--- src/rtl/wb_demux_pkg.sv ---
// Shared processor definitions for the write-back demultiplexer.
// Latency: n/a (types and constants only).
// Backpressure: n/a.
package wb_demux_pkg;

    localparam int WIDTH_DEF = 64;
    localparam int AW_DEF    = 5;
    localparam int ZREG_DEF  = 31;

    // One buffered write-back entry: write flag, destination register, value.
    typedef struct packed {
        logic                 we;
        logic [AW_DEF-1:0]    addr;
        logic [WIDTH_DEF-1:0] data;
    } entry_t;

    // True when the entry must not produce a register write enable.
    function automatic logic is_nowrite(input entry_t e);
        return (!e.we) || (e.addr == AW_DEF'(ZREG_DEF));
    endfunction

endpackage

--- src/rtl/wb_demux_if.sv ---
// Write-back bus: producer handshake, register-file hold and decoded write port.
// Latency: n/a (wiring only).
// Backpressure: producer sees in_ready; register file stalls retirement with hold.
interface wb_demux_if
    import wb_demux_pkg::*;
#(
    parameter int WIDTH = WIDTH_DEF,
    parameter int AW    = AW_DEF
);
    localparam int NREG = 1 << AW;

    logic             in_valid;
    logic             in_ready;
    logic             in_we;
    logic [AW-1:0]    in_addr;
    logic [WIDTH-1:0] in_data;
    logic             hold;
    logic [NREG-1:0]  wr_en;
    logic [AW-1:0]    wr_addr;
    logic [WIDTH-1:0] wr_data;
    logic [1:0]       pending;

    // Producer / register-file side.
    modport master (
        output in_valid, in_we, in_addr, in_data, hold,
        input  in_ready, wr_en, wr_addr, wr_data, pending
    );

    // Demultiplexer side.
    modport slave (
        input  in_valid, in_we, in_addr, in_data, hold,
        output in_ready, wr_en, wr_addr, wr_data, pending
    );

endinterface

--- src/rtl/wb_demux_decoder5_32.sv ---
// One-hot decode of a register number into per-register write enables.
// Latency: combinational.
// Backpressure: none; all-zero output whenever en is low.
module decoder5_32 #(
    parameter int AW   = 5,
    parameter int NREG = 1 << AW
) (
    input  logic            en,
    input  logic [AW-1:0]   addr,
    output logic [NREG-1:0] onehot
);

    // Set exactly one bit when enabled, none otherwise.
    always_comb begin
        onehot = '0;
        if (en) begin
            onehot[addr] = 1'b1;
        end
    end

endmodule

--- src/rtl/wb_demux.sv ---
// Buffers write-back entries in a 2-deep FIFO and decodes the head into wr_en.
// Latency: entry pushed at edge N drives wr_en no earlier than cycle N+1.
// Backpressure: in_ready = (count < 2) from registered state; hold stalls retirement.
module wb_demux
    import wb_demux_pkg::*;
#(
    parameter int WIDTH = WIDTH_DEF,
    parameter int AW    = AW_DEF,
    parameter int ZREG  = ZREG_DEF
) (
    input  logic      clk,
    input  logic      reset,
    wb_demux_if.slave bus
);

    localparam int NREG = 1 << AW;

    entry_t     mem [2];
    logic       head;
    logic       tail;
    logic [1:0] count;

    logic       push;
    logic       retire;
    logic       write_hit;
    entry_t     head_entry;

    // in_ready depends only on stored count so it never loops through hold.
    assign bus.in_ready = (count != 2'd2);
    assign push         = bus.in_valid & bus.in_ready;
    assign retire       = (count != 2'd0) & ~bus.hold;
    assign head_entry   = mem[head];

    // Bubbles and writes to the zero register still spend their retire cycle.
    assign write_hit    = retire & head_entry.we & (head_entry.addr != AW'(ZREG));

    // Expose the head entry whenever one is stored; zero when empty.
    assign bus.wr_addr  = (count != 2'd0) ? head_entry.addr : '0;
    assign bus.wr_data  = (count != 2'd0) ? head_entry.data : '0;
    assign bus.pending  = count;

    decoder5_32 #(
        .AW   (AW),
        .NREG (NREG)
    ) u_dec (
        .en     (write_hit),
        .addr   (head_entry.addr),
        .onehot (bus.wr_en)
    );

    // FIFO pointers, occupancy and storage; reset discards everything stored.
    always_ff @(posedge clk) begin
        if (reset) begin
            head   <= 1'b0;
            tail   <= 1'b0;
            count  <= 2'd0;
            mem[0] <= '0;
            mem[1] <= '0;
        end else begin
            if (push) begin
                mem[tail] <= '{we: bus.in_we, addr: bus.in_addr, data: bus.in_data};
                tail      <= ~tail;
            end
            if (retire) begin
                head <= ~head;
            end
            case ({push, retire})
                2'b10:   count <= count + 2'd1;
                2'b01:   count <= count - 2'd1;
                default: count <= count;
            endcase
        end
    end

endmodule

--- src/flat_wrapper.sv ---
// flat-port wrapper written by rule: the top's interface ports become plain ports
module wb_demux_flat import wb_demux_pkg::*;
#(
    parameter int WIDTH = WIDTH_DEF,
    parameter int AW    = AW_DEF,
    parameter int ZREG  = ZREG_DEF
)
  (clk, reset, bus_in_valid, bus_in_we, bus_in_addr, bus_in_data, bus_hold, bus_in_ready, bus_wr_en, bus_wr_addr, bus_wr_data, bus_pending);
  wb_demux_if #(.WIDTH(WIDTH), .AW(AW)) bus_i ();
  input  logic clk;
  input  logic reset;
  input wire logic [$bits(bus_i.in_valid)-1:0] bus_in_valid;
  input wire logic [$bits(bus_i.in_we)-1:0] bus_in_we;
  input wire logic [$bits(bus_i.in_addr)-1:0] bus_in_addr;
  input wire logic [$bits(bus_i.in_data)-1:0] bus_in_data;
  input wire logic [$bits(bus_i.hold)-1:0] bus_hold;
  output wire logic [$bits(bus_i.in_ready)-1:0] bus_in_ready;
  output wire logic [$bits(bus_i.wr_en)-1:0] bus_wr_en;
  output wire logic [$bits(bus_i.wr_addr)-1:0] bus_wr_addr;
  output wire logic [$bits(bus_i.wr_data)-1:0] bus_wr_data;
  output wire logic [$bits(bus_i.pending)-1:0] bus_pending;
  assign bus_i.in_valid = bus_in_valid;
  assign bus_i.in_we = bus_in_we;
  assign bus_i.in_addr = bus_in_addr;
  assign bus_i.in_data = bus_in_data;
  assign bus_i.hold = bus_hold;
  assign bus_in_ready = bus_i.in_ready;
  assign bus_wr_en = bus_i.wr_en;
  assign bus_wr_addr = bus_i.wr_addr;
  assign bus_wr_data = bus_i.wr_data;
  assign bus_pending = bus_i.pending;
  wb_demux #(.WIDTH(WIDTH), .AW(AW), .ZREG(ZREG)) u_core (.clk(clk), .reset(reset), .bus(bus_i));
endmodule
--- config.mk ---
export PLATFORM = sky130hd
export DESIGN_NAME = wb_demux_flat
export DESIGN_NICKNAME = d
export VERILOG_FILES = /design/src/rtl/wb_demux_pkg.sv /design/src/rtl/wb_demux_if.sv /design/src/rtl/wb_demux_decoder5_32.sv /design/src/rtl/wb_demux.sv /design/src/flat_wrapper.sv
export SDC_FILE = /design/constraint.sdc
export NUM_CORES = 1
export LEC_CHECK = 0
export CORE_UTILIZATION = 34
export CTS_BUF_LIST = sky130_fd_sc_hd__clkbuf_4 sky130_fd_sc_hd__clkbuf_8
export DETAILED_ROUTE_END_ITERATION = 12
export PLACE_DENSITY = 0.65
export SLEW_MARGIN = 20
export SYNTH_ARGS = -nofsm -noshare
export SYNTH_HDL_FRONTEND = slang
export SYNTH_SLANG_ARGS = --single-unit
--- constraint.sdc ---
create_clock -name clk -period 3.18 [get_ports clk]
set_input_delay 0.636 -clock clk [delete_from_list [all_inputs] [get_ports clk]]
set_output_delay 0.636 -clock clk [all_outputs]
set_load 0.01 [all_outputs]
==> flow_metrics.py, run 1 <==
metrics = {
    "run_status": {
        "status": "completed",
    },
    "worst_setup_path": {
        "cp-endpoint": "bus_wr_en[5]",
        "rr_worst_depth": 4,
        "worst_ep_arrival_time_ns": 2.46,
        "crit_buf_inv": 2,
        "crit_path_start_kind": "input port",
        "r2r-end": "u_core.mem[0][23]$_SDFFCE_PN0P_",
        "path_class": "input port to output port",
        "reg2reg_slack_ns": 1.39,
        "critPathMaxFanout": 8,
        "cpMostUsedCell": "clkdlybuf4s50_1",
        "crit_chain": "clkdlybuf4s50_1 > o21ba_2 > nand3_1 > nor3_1 > clkdlybuf4s50_1",
        "crit_slowest_cell": "clkdlybuf4s50_1",
        "crit_family": "buffers and inverters",
        "path_depth": 5,
        "cpPeakStageDelay_ns": 0.56,
        "cp-end-kind": "output port",
        "startpoint": "bus_hold",
        "cp.required_ns": 2.54,
        "timing.rr.start": "u_core.bus.pending[0]$_SDFFE_PP0P_",
    },
    "clock_tree": {
        "clockBufferDepth": 2,
        "cts_sinks": 145,
        "cts_buffers": 17,
        "cts_root_buf": "clkbuf_8",
        "htree_levels": 4,
        "insertion_delay_ns": 0.43,
        "cts.clk_slew.worst_paths_ns": 0.08,
        "tritoncts": "built",
        "postCtsHoldBufs": 0,
    },
    "synth": {
        "synth_xor_xnor_area_share": 0.00383,
        "yosys-top-cells-count": "and2_1 (140), edfxtp_1 (140), nor2_1 (77), mux2i_1 (67), nor3_1 (31)",
        "synth_area_um2": 6850,
        "postSynth.asyncResetShare": 0,
        "syn_area_per_cell_um2": 12.6,
        "syn_inst": 542,
        "synth_edf_count": 140,
        "synth_top_family_by_area": "simple AND/OR/NAND/NOR gates",
        "synthTopCellsByArea": "edfxtp_1 (61%), and2_1 (13%), mux2i_1 (9.8%)",
        "ys_ff_latch": 145,
        "yosysUniqueCellTypes": 40,
        "ys_warn_count": 0,
        "muxShareOfSynthArea": 0.106,
        "synth_area_leader_cell": "edfxtp_1",
        "synth_nets": 617,
        "synth-simple-area-share": 0.214,
        "ys.flop_type": "edfxtp_1",
        "synth_top_area_share": 0.613,
        "synthAdderAreaFrac": 0.00183,
        "yosysSeqAreaShare": 0.628,
        "synth_compound_area_frac": 0.0155,
    },
    "timing": {
        "slew_viol_final": 0,
        "grt_setup_unrepaired": "yes",
        "fin_hold_ws_ns": 0.537,
        "max_clock_freq_ghz": 0.323,
        "finalSetupViolCount": 0,
        "fin_crit_ns": 3.09,
        "fin_skew_ns": 0.0104,
        "hold_viol": 0,
        "relSlewSlack": 0.514,
        "fin_crit_sh": 0.973,
        "tightestPinTransition_ns": 0.729,
        "tns_ns": 0,
    },
    "finish": {
        "final_util": 0.475,
        "area_growth_pct": 35.9,
        "nets": 792,
        "fin_area_um2": 9310,
        "drive_gt1_frac": 0.0837,
        "diodes": 0,
    },
    "power": {
        "internal_power_uw": 4220,
        "p_per_area_nw_per_um2": 675,
        "comb_power_share": 0.376,
        "power.switching_uw": 2060,
        "total_power_uw": 6280,
        "p_leak_uw": 0.00328,
        "vdd_ir_drop_max_uv": 274,
        "power.share.clock": 0.216,
        "swShare": 0.328,
        "pwr-share-seq": 0.408,
    },
    "detailed_routing": {
        "avgRoutedWirePerCell_um": 15.7,
        "top_layer": "met4",
        "wl_met3_um": 900,
        "ant_nets": 0,
        "drt_wl_total_um": 15700,
        "vias": 4638,
        "met2_length_um": 7820,
        "drc": 0,
        "wl_met1_um": 6860,
        "dr.pass1.iters": 4,
        "drt-vias-per-instance": 4.67,
        "drtIter0Drc": 208,
    },
    "die": {
        "die_width_um": 144,
        "die_h_um": 144,
        "fp.coreArea_um2": 19600,
        "start_util": 0.350,
        "die_area_um2": 20700,
        "io_pins": 178,
        "row_count": 51,
    },
    "min_path": {
        "holdCritStartpoint": "u_core.head$_SDFFE_PP0P_",
        "min_path_type": "flip-flop to flip-flop",
    },
    "global_route": {
        "grt_pass1_wl_um": 24200,
        "grt-ovfl-total": 0,
        "track_usage": 0.157,
        "grt_max_degree": 71,
        "first_global_vias": 4720,
        "antenna_found_initial": 0,
    },
    "place": {
        "post_dp_cell_area_um2": 8910,
        "dp_hpwl_um": 10200,
        "portBuffers": 176,
        "gp_congestion": 0.735,
    },
    "flow_run": {
        "drv_cap": 0,
    },
}
==> cells by family (layout without fill, tap and decap cells) <==
group / after synthesis / after routing
compound gates: 15 / 15
xor+xnor: 3 / 3
fa+ha+maj: 1 / 1
buf+inv: 37 / 223
flops: 145 / 145
mux: 71 / 71
other cells: 1 / 1
simple gates: 269 / 270
==> what timing repair did <==
action                                  CTS  global route
endpoints found under the setup margin   44             8
buffers inserted                          1             0
pin swaps                                 1             0
gates resized for setup                   4             1
cloned                                    1             0
==> worst min-delay path: stages (launching register included) <==
cell	delay, ns
dfxtp_1	0.33
xnor2_1	0.10
nor2_1	0.08
==> cells in the final DEF, fill, tap and decap left out, types with 2 or more instances in the layout <==
cell type        netlist  final
edfxtp_1             140    140
o21ai_0                2      2
buf_4                  6      8
clkinv_1               0      3
buf_12                 0      4
inv_1                  2      2
clkdlybuf4s50_1        0    176
a21oi_1                5      5
mux2_2                 3      3
clkinv_2               0      5
nor2_1                77     76
dfxtp_1                5      2
buf_6                  3      2
bufinv_16              0      2
clkinv_4               0      2
nand3_1                4      3
xnor2_1                2      2
and3b_1                3      3
and2_1               140    140
clkbuf_8               0     17
mux2i_1               67     67
dfxtp_2                0      2
nand2_1                4      4
nor3_1                31     30
nand2b_4               1      2
==> cell type report <==
class	instances	area (um2)
clock buffers	18	241
clock inverters	13	121
fillers	1798	10300
inverters	2	7.51
multi-input cells	361	2370
flip-flops and latches	145	4310
well taps	265	332
repair buffers	190	1920
==> layer usage <==
| metal | up-vias | global-route usage |
|---|---|---|
| met5 | - | 0 |
| met4 | 0 | 0.0470 |
| met3 | 4 | 0.0427 |
| met2 | 146 | 0.272 |
| met1 | 2249 | 0.189 |
| li1 | 2239 | - |
==> worst min path at each step <==
stage | endpoint | slack, ns | cells after the start
2_1_floorplan | flip-flop | 0.48 | 2
5_1_grt | u_core.head$_SDFFE_PP0P_ | 0.57 | 2
3_5_place_dp | u_core.head$_SDFFE_PP0P_ | 0.51 | 2
4_1_cts | u_core.head$_SDFFE_PP0P_ | 0.53 | 2
6_report | u_core.head$_SDFFE_PP0P_ | 0.54 | 2
3_3_place_gp | u_core.head$_SDFFE_PP0P_ | 0.51 | 2
==> per-stage QoR <==
step                      instances  setup slack, ns
after floorplan                 542            0.131
after global placement          961           0.0613
after detailed placement        961         -0.00432
after CTS                       994           0.0726
after global routing            994          -0.0553
final                           994           0.0871
==> power by group through the flow <==
stage	clock network (uW)	logic, uW	registers, uW
after floorplan	0	1360	2540
after global placement	0	2320	2590
after detailed placement	0	2330	2610
after CTS	1400	2410	2570
after global routing	1480	2570	2590
final	1360	2360	2560
==> registers in the layout, summed over array words and instances (netlist names), named ones only <==
| register | count |
|---|---|
| u_core.bus.pending | 2 |
| u_core.tail | 1 |
| u_core.head | 1 |
| u_core.mem | 140 |
Power figures use the tool's default switching activity.
==> run 2, diff against run 1 <==
- HOLD_SLACK_MARGIN: unset -> 0.06
==> results of run 2 <==
No change in the layout: final DEF, timing and power equal those of run 1.
